### src/rtl/freq_pkg.sv
// rtl/freq_pkg.sv - shared constants, derivation helpers and FSM states for the frequency meter
package freq_pkg;

  typedef enum logic [1:0] {
    ST_IDLE,
    ST_ARMED,
    ST_MEASURE,
    ST_TIMEOUT
  } state_t;

  function automatic int calc_cnt_mid(input int clk_mhz, input int freq_khz, input int gen);
    return (500 * clk_mhz) / freq_khz - gen / 2;
  endfunction

  function automatic int calc_t_max(input int clk_mhz, input int freq_khz, input int gen);
    return 2 * (calc_cnt_mid(clk_mhz, freq_khz, gen) + gen);
  endfunction

  function automatic int calc_hw(input int clk_mhz, input int freq_khz, input int gen);
    return $clog2(calc_t_max(clk_mhz, freq_khz, gen) + 1);
  endfunction

  localparam int CNT_MID = calc_cnt_mid(100, 200, 255);
  localparam int T_MAX   = calc_t_max(100, 200, 255);
  localparam int HW      = calc_hw(100, 200, 255);

endpackage

### src/rtl/sync_edge.sv
// rtl/sync_edge.sv - two-flop synchronizer followed by rise/fall edge detection
module sync_edge (
  input  logic clk,
  input  logic rst_n,
  input  logic async_in,
  output logic rise,
  output logic fall,
  output logic any
);

  logic r_meta;
  logic r_sync;
  logic r_prev;

  always_ff @(posedge clk or negedge rst_n) begin
    if (!rst_n) begin
      r_meta <= 1'b0;
      r_sync <= 1'b0;
      r_prev <= 1'b0;
    end else begin
      r_meta <= async_in;
      r_sync <= r_meta;
      r_prev <= r_sync;
    end
  end

  assign rise = r_sync & ~r_prev;
  assign fall = ~r_sync & r_prev;
  assign any  = r_sync ^ r_prev;

endmodule

### src/rtl/freq_meter.sv
// rtl/freq_meter.sv - half-period meter producing a saturated frequency code, lock and timeout flags
module freq_meter
  import freq_pkg::*;
#(
  parameter int CLK_MHZ       = 100,
  parameter int FREQ_MID_KHZ  = 200,
  parameter int GEN_PARAMETER = 255,
  parameter int LOCK_CNT      = 4,
  localparam int HW_P = calc_hw(CLK_MHZ, FREQ_MID_KHZ, GEN_PARAMETER),
  localparam int CW_P = $clog2(GEN_PARAMETER + 1)
) (
  input  logic            clk,
  input  logic            rst_n,
  input  logic            sig,
  output logic [HW_P-1:0] half_cnt,
  output logic [CW_P-1:0] code,
  output logic            valid,
  output logic            under,
  output logic            over,
  output logic            locked,
  output logic            timeout
);

  localparam int LW = $clog2(LOCK_CNT + 1);
  localparam logic [HW_P-1:0] CNT_MID_V = HW_P'(calc_cnt_mid(CLK_MHZ, FREQ_MID_KHZ, GEN_PARAMETER));
  localparam logic [HW_P-1:0] T_MAX_V   = HW_P'(calc_t_max(CLK_MHZ, FREQ_MID_KHZ, GEN_PARAMETER));
  localparam logic [HW_P-1:0] GEN_V     = HW_P'(GEN_PARAMETER);
  localparam logic [HW_P-1:0] ONE_V     = HW_P'(1);
  localparam logic [LW-1:0]   LOCK_V    = LW'(LOCK_CNT);

  state_t          r_state;
  state_t          w_next;
  logic [HW_P-1:0] r_cnt;
  logic [HW_P-1:0] r_half;
  logic [CW_P-1:0] r_code;
  logic            r_valid;
  logic            r_under;
  logic            r_over;
  logic [LW-1:0]   r_lock;

  logic            w_rise;
  logic            w_fall;
  logic            w_any;
  logic            w_unused_dir;
  logic            w_edge;
  logic            w_arm;
  logic            w_publish;
  logic            w_to;
  logic            w_counting;
  logic [HW_P-1:0] w_diff;
  logic            w_under_n;
  logic            w_over_n;
  logic [CW_P-1:0] w_code_n;
  logic            w_close;

  sync_edge u_sync (
    .clk      (clk),
    .rst_n    (rst_n),
    .async_in (sig),
    .rise     (w_rise),
    .fall     (w_fall),
    .any      (w_any)
  );

  assign w_unused_dir = w_rise & w_fall;
  assign w_edge       = w_any;

  always_ff @(posedge clk or negedge rst_n) begin
    if (!rst_n) r_state <= ST_IDLE;
    else        r_state <= w_next;
  end

  // An edge outranks the T_MAX check, so an edge on the saturating cycle still publishes
  always_comb begin
    w_next    = r_state;
    w_arm     = 1'b0;
    w_publish = 1'b0;
    w_to      = 1'b0;
    case (r_state)
      ST_IDLE, ST_TIMEOUT: begin
        if (w_edge) begin
          w_next = ST_ARMED;
          w_arm  = 1'b1;
        end
      end
      ST_ARMED, ST_MEASURE: begin
        if (w_edge) begin
          w_next    = ST_MEASURE;
          w_publish = 1'b1;
        end else if (r_cnt == T_MAX_V) begin
          w_next = ST_TIMEOUT;
          w_to   = 1'b1;
        end
      end
      default: w_next = ST_IDLE;
    endcase
  end

  assign w_counting = (r_state == ST_ARMED) || (r_state == ST_MEASURE);
  assign w_under_n  = r_cnt < CNT_MID_V;
  assign w_diff     = r_cnt - CNT_MID_V;
  assign w_over_n   = !w_under_n && (w_diff > GEN_V);
  assign w_code_n   = w_under_n ? '0 : (w_over_n ? CW_P'(GEN_PARAMETER) : w_diff[CW_P-1:0]);
  assign w_close    = (r_cnt >= r_half) ? ((r_cnt - r_half) <= ONE_V) : ((r_half - r_cnt) <= ONE_V);

  always_ff @(posedge clk or negedge rst_n) begin
    if (!rst_n) begin
      r_cnt   <= '0;
      r_half  <= '0;
      r_code  <= '0;
      r_valid <= 1'b0;
      r_under <= 1'b0;
      r_over  <= 1'b0;
      r_lock  <= '0;
    end else begin
      r_valid <= w_publish;
      if (w_arm || w_publish) begin
        r_cnt <= ONE_V;
      end else if (w_counting && (r_cnt != T_MAX_V)) begin
        r_cnt <= r_cnt + ONE_V;
      end
      if (w_publish) begin
        r_half  <= r_cnt;
        r_code  <= w_code_n;
        r_under <= w_under_n;
        r_over  <= w_over_n;
        if (!w_under_n && !w_over_n && w_close) begin
          r_lock <= (r_lock == LOCK_V) ? r_lock : r_lock + LW'(1);
        end else begin
          r_lock <= '0;
        end
      end else if (w_to) begin
        // a dead input means stability must be re-earned from scratch
        r_lock <= '0;
      end
    end
  end

  assign half_cnt = r_half;
  assign code     = r_code;
  assign valid    = r_valid;
  assign under    = r_under;
  assign over     = r_over;
  assign locked   = (r_lock >= LOCK_V);
  assign timeout  = (r_state == ST_TIMEOUT);

endmodule

### config.mk
export PLATFORM = sky130hd
export DESIGN_NAME = freq_meter
export DESIGN_NICKNAME = d
export VERILOG_FILES = /design/src/rtl/freq_pkg.sv /design/src/rtl/sync_edge.sv /design/src/rtl/freq_meter.sv
export SDC_FILE = /design/constraint.sdc
export NUM_CORES = 1
export LEC_CHECK = 0
export CAP_MARGIN = 40
export CORE_UTILIZATION = 45
export DETAILED_ROUTE_END_ITERATION = 10
export PLACE_DENSITY_LB_ADDON = 0.25
export SLEW_MARGIN = 5
export SYNTH_ARGS = -nofsm -noshare
export SYNTH_HDL_FRONTEND = slang
export SYNTH_SLANG_ARGS = --single-unit
### constraint.sdc
create_clock -name clk -period 2.5 [get_ports clk]
set_input_delay 0.25 -clock clk [delete_from_list [all_inputs] [get_ports clk]]
set_output_delay 0.25 -clock clk [all_outputs]
set_load 0.005 [all_outputs]
==> results by stage, run 1 <==
Timing:
- The worst hold slack after final layout is 351 ps.
- Setup violations remaining at the end of the flow were counted as 3.
- The worst path uses 107% of the clock period.
- The minimum setup slack in the final design is -183 ps.
- Setup repair after global routing could not meet its margin everywhere.
- The worst slew margin relative to its limit is 64.5%.
- The worst clock skew is 4.87 ps.
- The fmax is 373 MHz.
- The final critical-path required period is 2680 ps.
- The number of failing hold endpoints at the final stage is 0.
- At the pin with the least slew margin, the transition time is 532 ps.
- The number of slew-limit violations in the final report is 0.

Worst setup path:
- The slowest stage of the critical path belongs to the cell sky130_fd_sc_hd__a222oi_1.
- The worst setup path is of the flip-flop to flip-flop kind.
- On the worst path, the slowest cell contributes a delay of 440 ps.
- At the worst endpoint, the arrival time is 2850 ps.
- The nature of the critical path endpoint is a flip-flop.
- The worst-path maximum fanout is 4.
- The cell count of the worst reg-to-reg path is 11.
- The worst setup path is launched from a flip-flop.
- The worst register-to-register path begins at r_cnt[0]$_DFFE_PN0P_.
- The launching instance or port of the critical path is r_cnt[0]$_DFFE_PN0P_.
- In this run the worst setup path terminates at r_lock[0]$_DFFE_PN0P_.
- The slack of the worst reg-to-reg path is -180 ps.
- The end of the worst register-to-register path is r_lock[0]$_DFFE_PN0P_.
- Walking the worst path, the cells encountered are inv_2 > ha_4 > fa_2 > nand2b_4 > o2bb2ai_4 > o21bai_1 > xor2_1 > nor4_4 > buf_4 > a222oi_1 > o31ai_2.
- The data required time of the worst path is 2660 ps.

Pwr:
- The power per cell area is 859 mW/mm^2.
- The worst IR drop on VDD is 0.596 mV.
- In this run the static leakage power is 1.75 nW.
- The design draws 3.35 mW.

Yosys:
- The per-instance average area after synthesis is 8.70 sq um.
- In this run, synthesis inferred 0 flip-flops with an integrated enable.
- The area of the mapped netlist is 0.00293 sq mm.
- The post-synth net total is 366.
- The fraction of registers with async set/reset is 100%.
- Summed over all instances, the cell type with the most area after synthesis is sky130_fd_sc_hd__dfrtp_1.
- The count of state elements after synthesis is 39.
- The most used flip-flop cell after synthesis is sky130_fd_sc_hd__dfrtp_1.
- Yosys printed 0 warnings.
- The number of different library cells used by synthesis comes to 61.
- The cell count after synthesis came out at 337.
- After synthesis, flip-flops and latches occupy 33.3% of the total area.
- By area the synthesized netlist is led by sky130_fd_sc_hd__dfrtp_1, sky130_fd_sc_hd__ha_1, sky130_fd_sc_hd__o21ai_1, sky130_fd_sc_hd__nand2_1, sky130_fd_sc_hd__xnor2_1.
- After synthesis, the largest area contributor takes up 33.3% of total cell area.

Drt:
- The detailed router placed 2695 vias in this run.
- The remaining antenna violation count is 0.
- After the first detailed-routing iteration, the DRC count stood at 178.
- Summed over all layers, the routed wires come to 7.93 mm.
- After detailed routing, the average wire length per cell comes to 16.4 um.
- The DRC violations left is 0.
- The routed via count divided by cell count is 5.57.
- For this run, the detailed router's first-pass iteration total came to 4.

Floorplan:
- Once the floorplan was initialized, standard cells occupied 46.4% of the core.
- The floorplan core area is 0.00631 sq mm.
- The floorplan step set the die width to 82.7 um.
- The die area is 0.00684 sq mm.
- The number of placement rows is 29.
- The top-level port count is 26.
- From bottom edge to top edge, the die measures 82.7 um.

Place:
- The number of input and output port buffers inserted is 25.
- At the end of routability-driven placement, the weighted congestion stood at 0.949.
- The HPWL after detailed placement is 6.00 mm.

Global route:
- The via count of the first global-routing pass is 2530.
- Entering global routing, the biggest net connects 23 pins.
- For met3 alone, demand over resource in global routing was 3.74%.
- The met1 demand-to-capacity share in global routing is 32.0%.
- The first global-routing pass estimated 12.2 mm of wire.
- The total overflow left after global routing is 0.
- The met2 usage in global routing is 39.2%.
- The overall fraction of global-route tracks in use is 23.9%.
- In this run the most used layer during global routing was met2.
- The initial antenna violation count came to 0.

Clock tree:
- The clock drives 39 sinks.
- Clock tree synthesis selected as its root buffer the cell sky130_fd_sc_hd__clkbuf_8.
- CTS built an H-tree with a depth of 2.
- The maximum buffer depth of the clock tree is 2.
- The CTS tree is built.
- Clock-pin slew was measured on the worst setup and hold paths at 80 ps.
- The number of clock buffers inserted by TritonCTS is 5.
- Clock latency on the worst-skew pair, taken at its later pin, is 290 ps.

Run:
- Max-cap violations in this run came to 0.

Hold path:
- The path class of the lowest-slack min-delay path is flip-flop to flip-flop.

Final layout:
- The area growth from synthesis to layout is 32.9%.
- The post-route netlist has 25.3% of its cells at a drive strength greater than 1.
- At the end of the flow, the number of nets in the layout was 435.
- 0 antenna diodes ended up in the layout.
- The fill cell total of the finished layout is 546.

Outcome:
- The final reports fail on negative setup slack.
- The flow ran to the end, but the final reports show violations.
==> sequential cells by signal, indices dropped and copies added (netlist names) <==
register       cells
half_cnt          10
r_cnt             10
code               8
r_lock             3
r_state            2
over               1
u_sync.r_meta      1
u_sync.r_prev      1
u_sync.r_sync      1
under              1
valid              1
==> placed cells by master (no fill, tap or decap), types with 4 or more instances in the layout <==
master / count
sky130_fd_sc_hd__dfrtp_1: 38
sky130_fd_sc_hd__clkbuf_8: 5
sky130_fd_sc_hd__nand4_1: 7
sky130_fd_sc_hd__nand2_1: 35
sky130_fd_sc_hd__buf_4: 52
sky130_fd_sc_hd__a21o_1: 6
sky130_fd_sc_hd__nor3_1: 4
sky130_fd_sc_hd__a21oi_1: 16
sky130_fd_sc_hd__inv_2: 5
sky130_fd_sc_hd__and3b_1: 4
sky130_fd_sc_hd__nand2b_1: 6
sky130_fd_sc_hd__o21ai_1: 31
sky130_fd_sc_hd__xnor2_1: 14
sky130_fd_sc_hd__inv_1: 24
sky130_fd_sc_hd__nor2_1: 21
sky130_fd_sc_hd__clkdlybuf4s50_1: 24
sky130_fd_sc_hd__nor4_1: 5
sky130_fd_sc_hd__ha_1: 19
sky130_fd_sc_hd__o21ai_0: 5
==> kinds of logic after synthesis <==
group	Yosys count	synth area share [%]
simple gates	111	20.7
compound gates	94	21.6
buf+inv	46	6.44
flops	39	33.3
fa+ha+maj	26	11.6
xor+xnor	18	5.38
mux	3	1.07
==> report_power, final <==
| part | total [mW] | switching [mW] | internal, mW |
|---|---|---|---|
| sequential | 0.771 | 0.0641 | 0.707 |
| combinational | 2.16 | 1.13 | 1.03 |
| clock | 0.420 | 0.224 | 0.196 |
| total | 3.35 | 1.42 | 1.93 |
==> through the flow <==
step / worst slack, ps / instance area, sq um / TNS, ps / utilization [%] / std cells
floorplan: 24.8 / 2930 / 0 / - / 337
global placement: 16.3 / 3570 / 0 / 56.5 / 472
detailed placement: -148 / 3600 / -352 / 57.0 / 473
CTS: -17.9 / 3750 / -34.9 / 59.4 / 483
global route: -253 / 3900 / -651 / 61.7 / 484
finish: -183 / 3900 / -403 / 61.7 / 484
==> cells in the mapped netlist, types with 3 or more instances <==
library cell,n
sky130_fd_sc_hd__a211oi_1,4
sky130_fd_sc_hd__buf_2,7
sky130_fd_sc_hd__inv_2,3
sky130_fd_sc_hd__xor2_1,3
sky130_fd_sc_hd__and3b_1,4
sky130_fd_sc_hd__clkbuf_1,7
sky130_fd_sc_hd__xnor2_1,15
sky130_fd_sc_hd__nor2_1,21
sky130_fd_sc_hd__dfrtp_1,39
sky130_fd_sc_hd__nand4_1,7
sky130_fd_sc_hd__and3_1,3
sky130_fd_sc_hd__inv_1,26
sky130_fd_sc_hd__ha_1,24
sky130_fd_sc_hd__a21o_1,6
sky130_fd_sc_hd__a21oi_1,19
sky130_fd_sc_hd__nand2b_1,7
sky130_fd_sc_hd__o31ai_1,3
sky130_fd_sc_hd__nor4_1,5
sky130_fd_sc_hd__o21ai_1,31
sky130_fd_sc_hd__nor2b_1,3
sky130_fd_sc_hd__o21ai_0,6
sky130_fd_sc_hd__nor3_1,4
sky130_fd_sc_hd__nand2_1,35
sky130_fd_sc_hd__nand3_1,5
==> metal layers <==
| metal | part of all wire, % | wire length, um | up-vias |
|---|---|---|---|
| met3 | 3.9 | 310 | 9 |
| met4 | 1.3 | 101 | 0 |
| li1 | - | - | 1329 |
| met5 | 0 | 0 | - |
| met2 | 47 | 3730 | 65 |
| met1 | 48 | 3780 | 1292 |
==> worst min path at each step <==
stage	from	to	slack, ps	depth (start not counted)
global placement	u_sync.r_meta$_DFF_PN0_	u_sync.r_sync$_DFF_PN0_	340	0
finish	u_sync.r_meta$_DFF_PN0_	u_sync.r_sync$_DFF_PN0_	350	0
detailed placement	rst_n	under$_DFFE_PN0P_	260	1
floorplan	rst_n	code[0]$_DFFE_PN0P_	-50	0
global route	u_sync.r_meta$_DFF_PN0_	u_sync.r_sync$_DFF_PN0_	370	0
CTS	u_sync.r_meta$_DFF_PN0_	u_sync.r_sync$_DFF_PN0_	350	0
==> worst max-delay path, delay by kind of cell, from the launching register on <==
| kind | cells | cell delay (ps) |
|---|---|---|
| DFF | 1 | 400 |
| adders and majority gates | 2 | 510 |
| and+or+nand+nor | 2 | 270 |
| AOI/OAI and AO/OA | 4 | 870 |
| buffers and inverters | 2 | 220 |
| xor gates and xnor gates | 1 | 290 |
==> final cells by class <==
| class | instances | area [sq um] | share of cell area (%) |
|---|---|---|---|
| clock buffers | 7 | 76.3 | 1.96 |
| clock inverters | 1 | 5.00 | 0.128 |
| inverters | 29 | 109 | 2.79 |
| multi-input cells | 252 | 1960 | 50.3 |
| flip-flops and latches | 39 | 977 | 25.1 |
| well taps | 77 | 96.3 | 2.47 |
| repair buffers | 79 | 673 | 17.3 |
==> repair_timing <==
item	4_1_cts	5_1_grt
setup endpoints to repair	3	3
buffers inserted	1	1
pin swaps	9	3
gates resized for setup	12	26
hold buffers	1	0
hold endpoints to repair	19	0
No activity file was read; power rests on OpenSTA's default activity.
==> run 2, diff against run 1 <==
Settings changed: CTS_BUF_LIST set to sky130_fd_sc_hd__clkbuf_8, SYNTH_HIERARCHICAL set to 1.
==> run 2 against run 1 <==
The flow still finishes with violations (negative setup slack). First-iteration DRC count fell by 32%. Cell count is 3.9% higher. Count of clock-buffer cells in the layout is 1 lower.
==> results by stage, run 2 <==
Outcome:
- The checks that failed: negative setup slack.
- The flow ran to the end, but the final reports show violations.

Place:
- The post-detailed-placement half-perimeter wirelength came to 5.95 mm (-0.70%).
- The number of cells after detailed placement was 493 (+4.2%).
- The instance area at placement was 0.00382 sq mm (+6.3%).
- The final weighted congestion in routability-driven placement is 0.898 (-5.4%).
- The number of input and output port buffers inserted is 25 (unchanged).

Timing:
- The number of failing hold endpoints at the final stage is 0 (unchanged).
- The pin slew with the least headroom to its limit is 497 ps (-35.1 ps).
- The final critical-path required period is 3090 ps (+404 ps).
- Setup repair after global routing could not meet its margin everywhere.
- The fmax is 324 MHz (-13%).
- The worst hold slack after final layout is 356 ps (+4.71 ps).
- The fraction of the cycle the final worst path needs is 123% (+16 points).
- The summed negative setup slack over all endpoints is -1620 ps (-1220 ps).
- The number of failing setup endpoints in the final timing report came to 3 (unchanged).
- The minimum setup slack in the final design is -587 ps (-404 ps).
- The number of slew-limit violations in the final report is 0 (unchanged).
- The worst slew margin relative to its limit came to 66.4% (+1.9 points).
- The worst clock skew is 5.94 ps (+1.06 ps).

Clock tree:
- The post-CTS clock slew at the launch and capture registers of the worst setup and hold paths is 80 ps (about the same).
- The number of levels the H-tree was split into is 2 (unchanged).
- The number of clock buffers inserted by TritonCTS is 5 (unchanged).
- The insertion delay to the later sink of the worst-skew pair came to 290 ps (about the same).
- The root buffer cell chosen for the clock tree is sky130_fd_sc_hd__clkbuf_8.
- The maximum buffer depth of the clock tree came to 2 (unchanged).
- The number of clock sinks was 39 (unchanged).
- TritonCTS built the clock tree.

Worst setup path:
- The critical path is of the flip-flop to flip-flop type.
- STA classifies the critical path startpoint as a flip-flop.
- The slowest stage of the critical path is the sky130_fd_sc_hd__or4_4 cell.
- The worst setup path is captured at a flip-flop.
- The data required time of the worst path is 2720 ps (+60 ps).
- Grouping stages by cell kind, the critical path spends the most delay in compound AO/OA/AOI/OAI gates.
- The worst-path maximum fanout is 3 (-1).
- The critical path goes through inv_2 > ha_4 > fa_2 > xnor2_2 > a2111oi_4 > o221ai_2 > or4_4 > nor4b_4 > a221oi_2 > a311o_1 > a21oi_1.
- The delay of the slowest cell on the worst path is 540 ps (+100 ps).
- The number of buffers and inverters on the critical path was 1 (-1).
- The data arrival at the endpoint of the critical path is 3310 ps (+460 ps).

Yosys:
- The post-synthesis instance total is 325 (-3.6%).
- The per-instance average area after synthesis is 8.88 sq um (+2.1%).
- The area of the mapped netlist came to 0.00289 sq mm (-1.6%).
- The warning count from the yosys run is 6 (+6).
- The post-synth net total came to 355 (-3.0%).

Final layout:
- The share of post-route cells with drive strength above 1 is 29.2% (+3.9 points).
- The fill cell total of the finished layout came to 485 (-11%).
- The library cell used most frequently in the layout, excluding fill and tap cells, is sky130_fd_sc_hd__buf_4.
- The final non-filler cell area came to 0.00396 sq mm (+1.6%).
- The multi-input logic area is 0.00173 sq mm (-12%).
- The antenna diode instance count came to 0 (unchanged).
- Relative to the synthesized area, the layout overhead comes to 37.2%.
- The flip-flop and latch area is 977 sq um (unchanged).
- In the layout the commonest cells are sky130_fd_sc_hd__buf_4, sky130_fd_sc_hd__dfrtp_1, sky130_fd_sc_hd__nor2_1.
- The non-filler instance count after layout is 503 (+3.9%).
- The final net count was 457 (+5.1%).

Pwr:
- The leakage component of the power is 1.83 nW (+4.5%).
- The power per cell area is 888 mW/mm^2 (+3.3%).
- The worst IR drop on VDD is 0.542 mV (-9.1%).
- The power consumption was 3.52 mW (+4.9%).

Drt:
- The via count of the routed design is 2673 (-0.82%).
- The number of optimization iterations in the first detailed-route pass came to 4 (unchanged).
- The average wire per standard cell came to 14.6 um (-11%).
- The DRC violations left is 0 (unchanged).
- The remaining antenna violation count is 0 (unchanged).
- The wire length reported by the detailed router is 7.36 mm (-7.1%).
- The routed via count divided by cell count is 5.31 (-4.6%).
- The violation count after the first detailed-route iteration is 121 (-32%).

Global route:
- The largest net degree at the start of global routing came to 25 (+8.7%).
- The via count of the first global-routing pass is 2680 (+5.9%).
- The wire length of the first global-routing pass is 12.4 mm (+1.7%).
- The initial antenna violation count is 0 (unchanged).
- The total grt overflow is 0 (unchanged).
- The overall fraction of global-route tracks in use came to 24.5% (+0.55 points).

Floorplan:
- The starting density of the core was 47.6% (+1.2 points).
- The vertical extent of the die was 82.1 um (-0.77%).
- The die width is 82.1 um (-0.77%).
- The top-level port count is 26 (unchanged).
- The number of placement rows is 28 (-3.4%).
- The floorplan core area is 0.00606 sq mm (-4.0%).
- The die area is 0.00674 sq mm (-1.5%).

Hold path:
- The min-delay analysis places its worst path in the category flip-flop to flip-flop.

Run:
- The total of max-cap violations came to 0 (unchanged).
[run 2: path summary, 6_finish.rpt]
| path | start | to | slack (ps) | depth (start not counted) |
|---|---|---|---|---|
| setup / recovery | r_cnt[0]$_DFFE_PN0P_ | r_lock[2]$_DFFE_PN0P_ | -590 | 11 |
| hold / removal | u_sync/r_meta$_DFF_PN0_ | u_sync/r_sync$_DFF_PN0_ | 360 | 0 |
| setup reg to reg | r_cnt[0]$_DFFE_PN0P_ | r_lock[2]$_DFFE_PN0P_ | -590 | 11 |
| hold reg to reg | u_sync/r_meta$_DFF_PN0_ | u_sync/r_sync$_DFF_PN0_ | 360 | 0 |
| max in group asynchronous | rst_n | r_cnt[0]$_DFFE_PN0P_ | 1590 | 3 |
| min in group asynchronous | rst_n | u_sync/r_meta$_DFF_PN0_ | 430 | 2 |
[run 2: timing repair]
item / CTS / global route
pin swaps: 2 / 1
cloned: 0 / 0
resized for setup: 1 / 0
buffers inserted: 1 / 0
endpoints found under the setup margin: 3 / 3
hold buffers: 1 / 0
endpoints found under the hold margin: 17 / 0
[run 2: cell type report]
class | instances | share of cell area, %
repair buffers | 113 | 23.5
clock inverters | 2 | 0.885
multi-input cells | 237 | 43.6
clock buffers | 6 | 2.09
well taps | 75 | 2.37
flip-flops and latches | 39 | 24.7
inverters | 31 | 2.94
[run 2: metal layers]
metal / vias up / share of wire (%) / GRT usage [%]
met5: - / 0 / 0
met4: 0 / 1.8 / 8.60
met3: 10 / 3.3 / 3.11
met2: 57 / 49 / 41.2
met1: 1276 / 46 / 32.2
li1: 1330 / - / -
[run 2: where the power goes]
group / total (mW) / internal [mW] / switching (mW)
clock: 0.546 / 0.323 / 0.223
sequential: 0.757 / 0.704 / 0.0539
combinational: 2.21 / 1.14 / 1.07
total: 3.52 / 2.17 / 1.35
[run 2: worst reg2reg max path, stage by stage, from the launching register on]
cell and delay, ps:
sky130_fd_sc_hd__dfrtp_2 390, sky130_fd_sc_hd__inv_2 60, sky130_fd_sc_hd__ha_4 160, sky130_fd_sc_hd__fa_2 370, sky130_fd_sc_hd__xnor2_2 160, sky130_fd_sc_hd__a2111oi_4 290
sky130_fd_sc_hd__o221ai_2 130, sky130_fd_sc_hd__or4_4 540, sky130_fd_sc_hd__nor4b_4 340, sky130_fd_sc_hd__a221oi_2 120, sky130_fd_sc_hd__a311o_1 330, sky130_fd_sc_hd__a21oi_1 140
[run 2: through the flow]
stage          setup WS, ps  utilization, %
2_1_floorplan          -496               -
3_3_place_gp           -545            62.6
3_5_place_dp           -609            63.0
4_1_cts                -602            65.3
5_1_grt                -703            65.3
6_report               -587            65.3
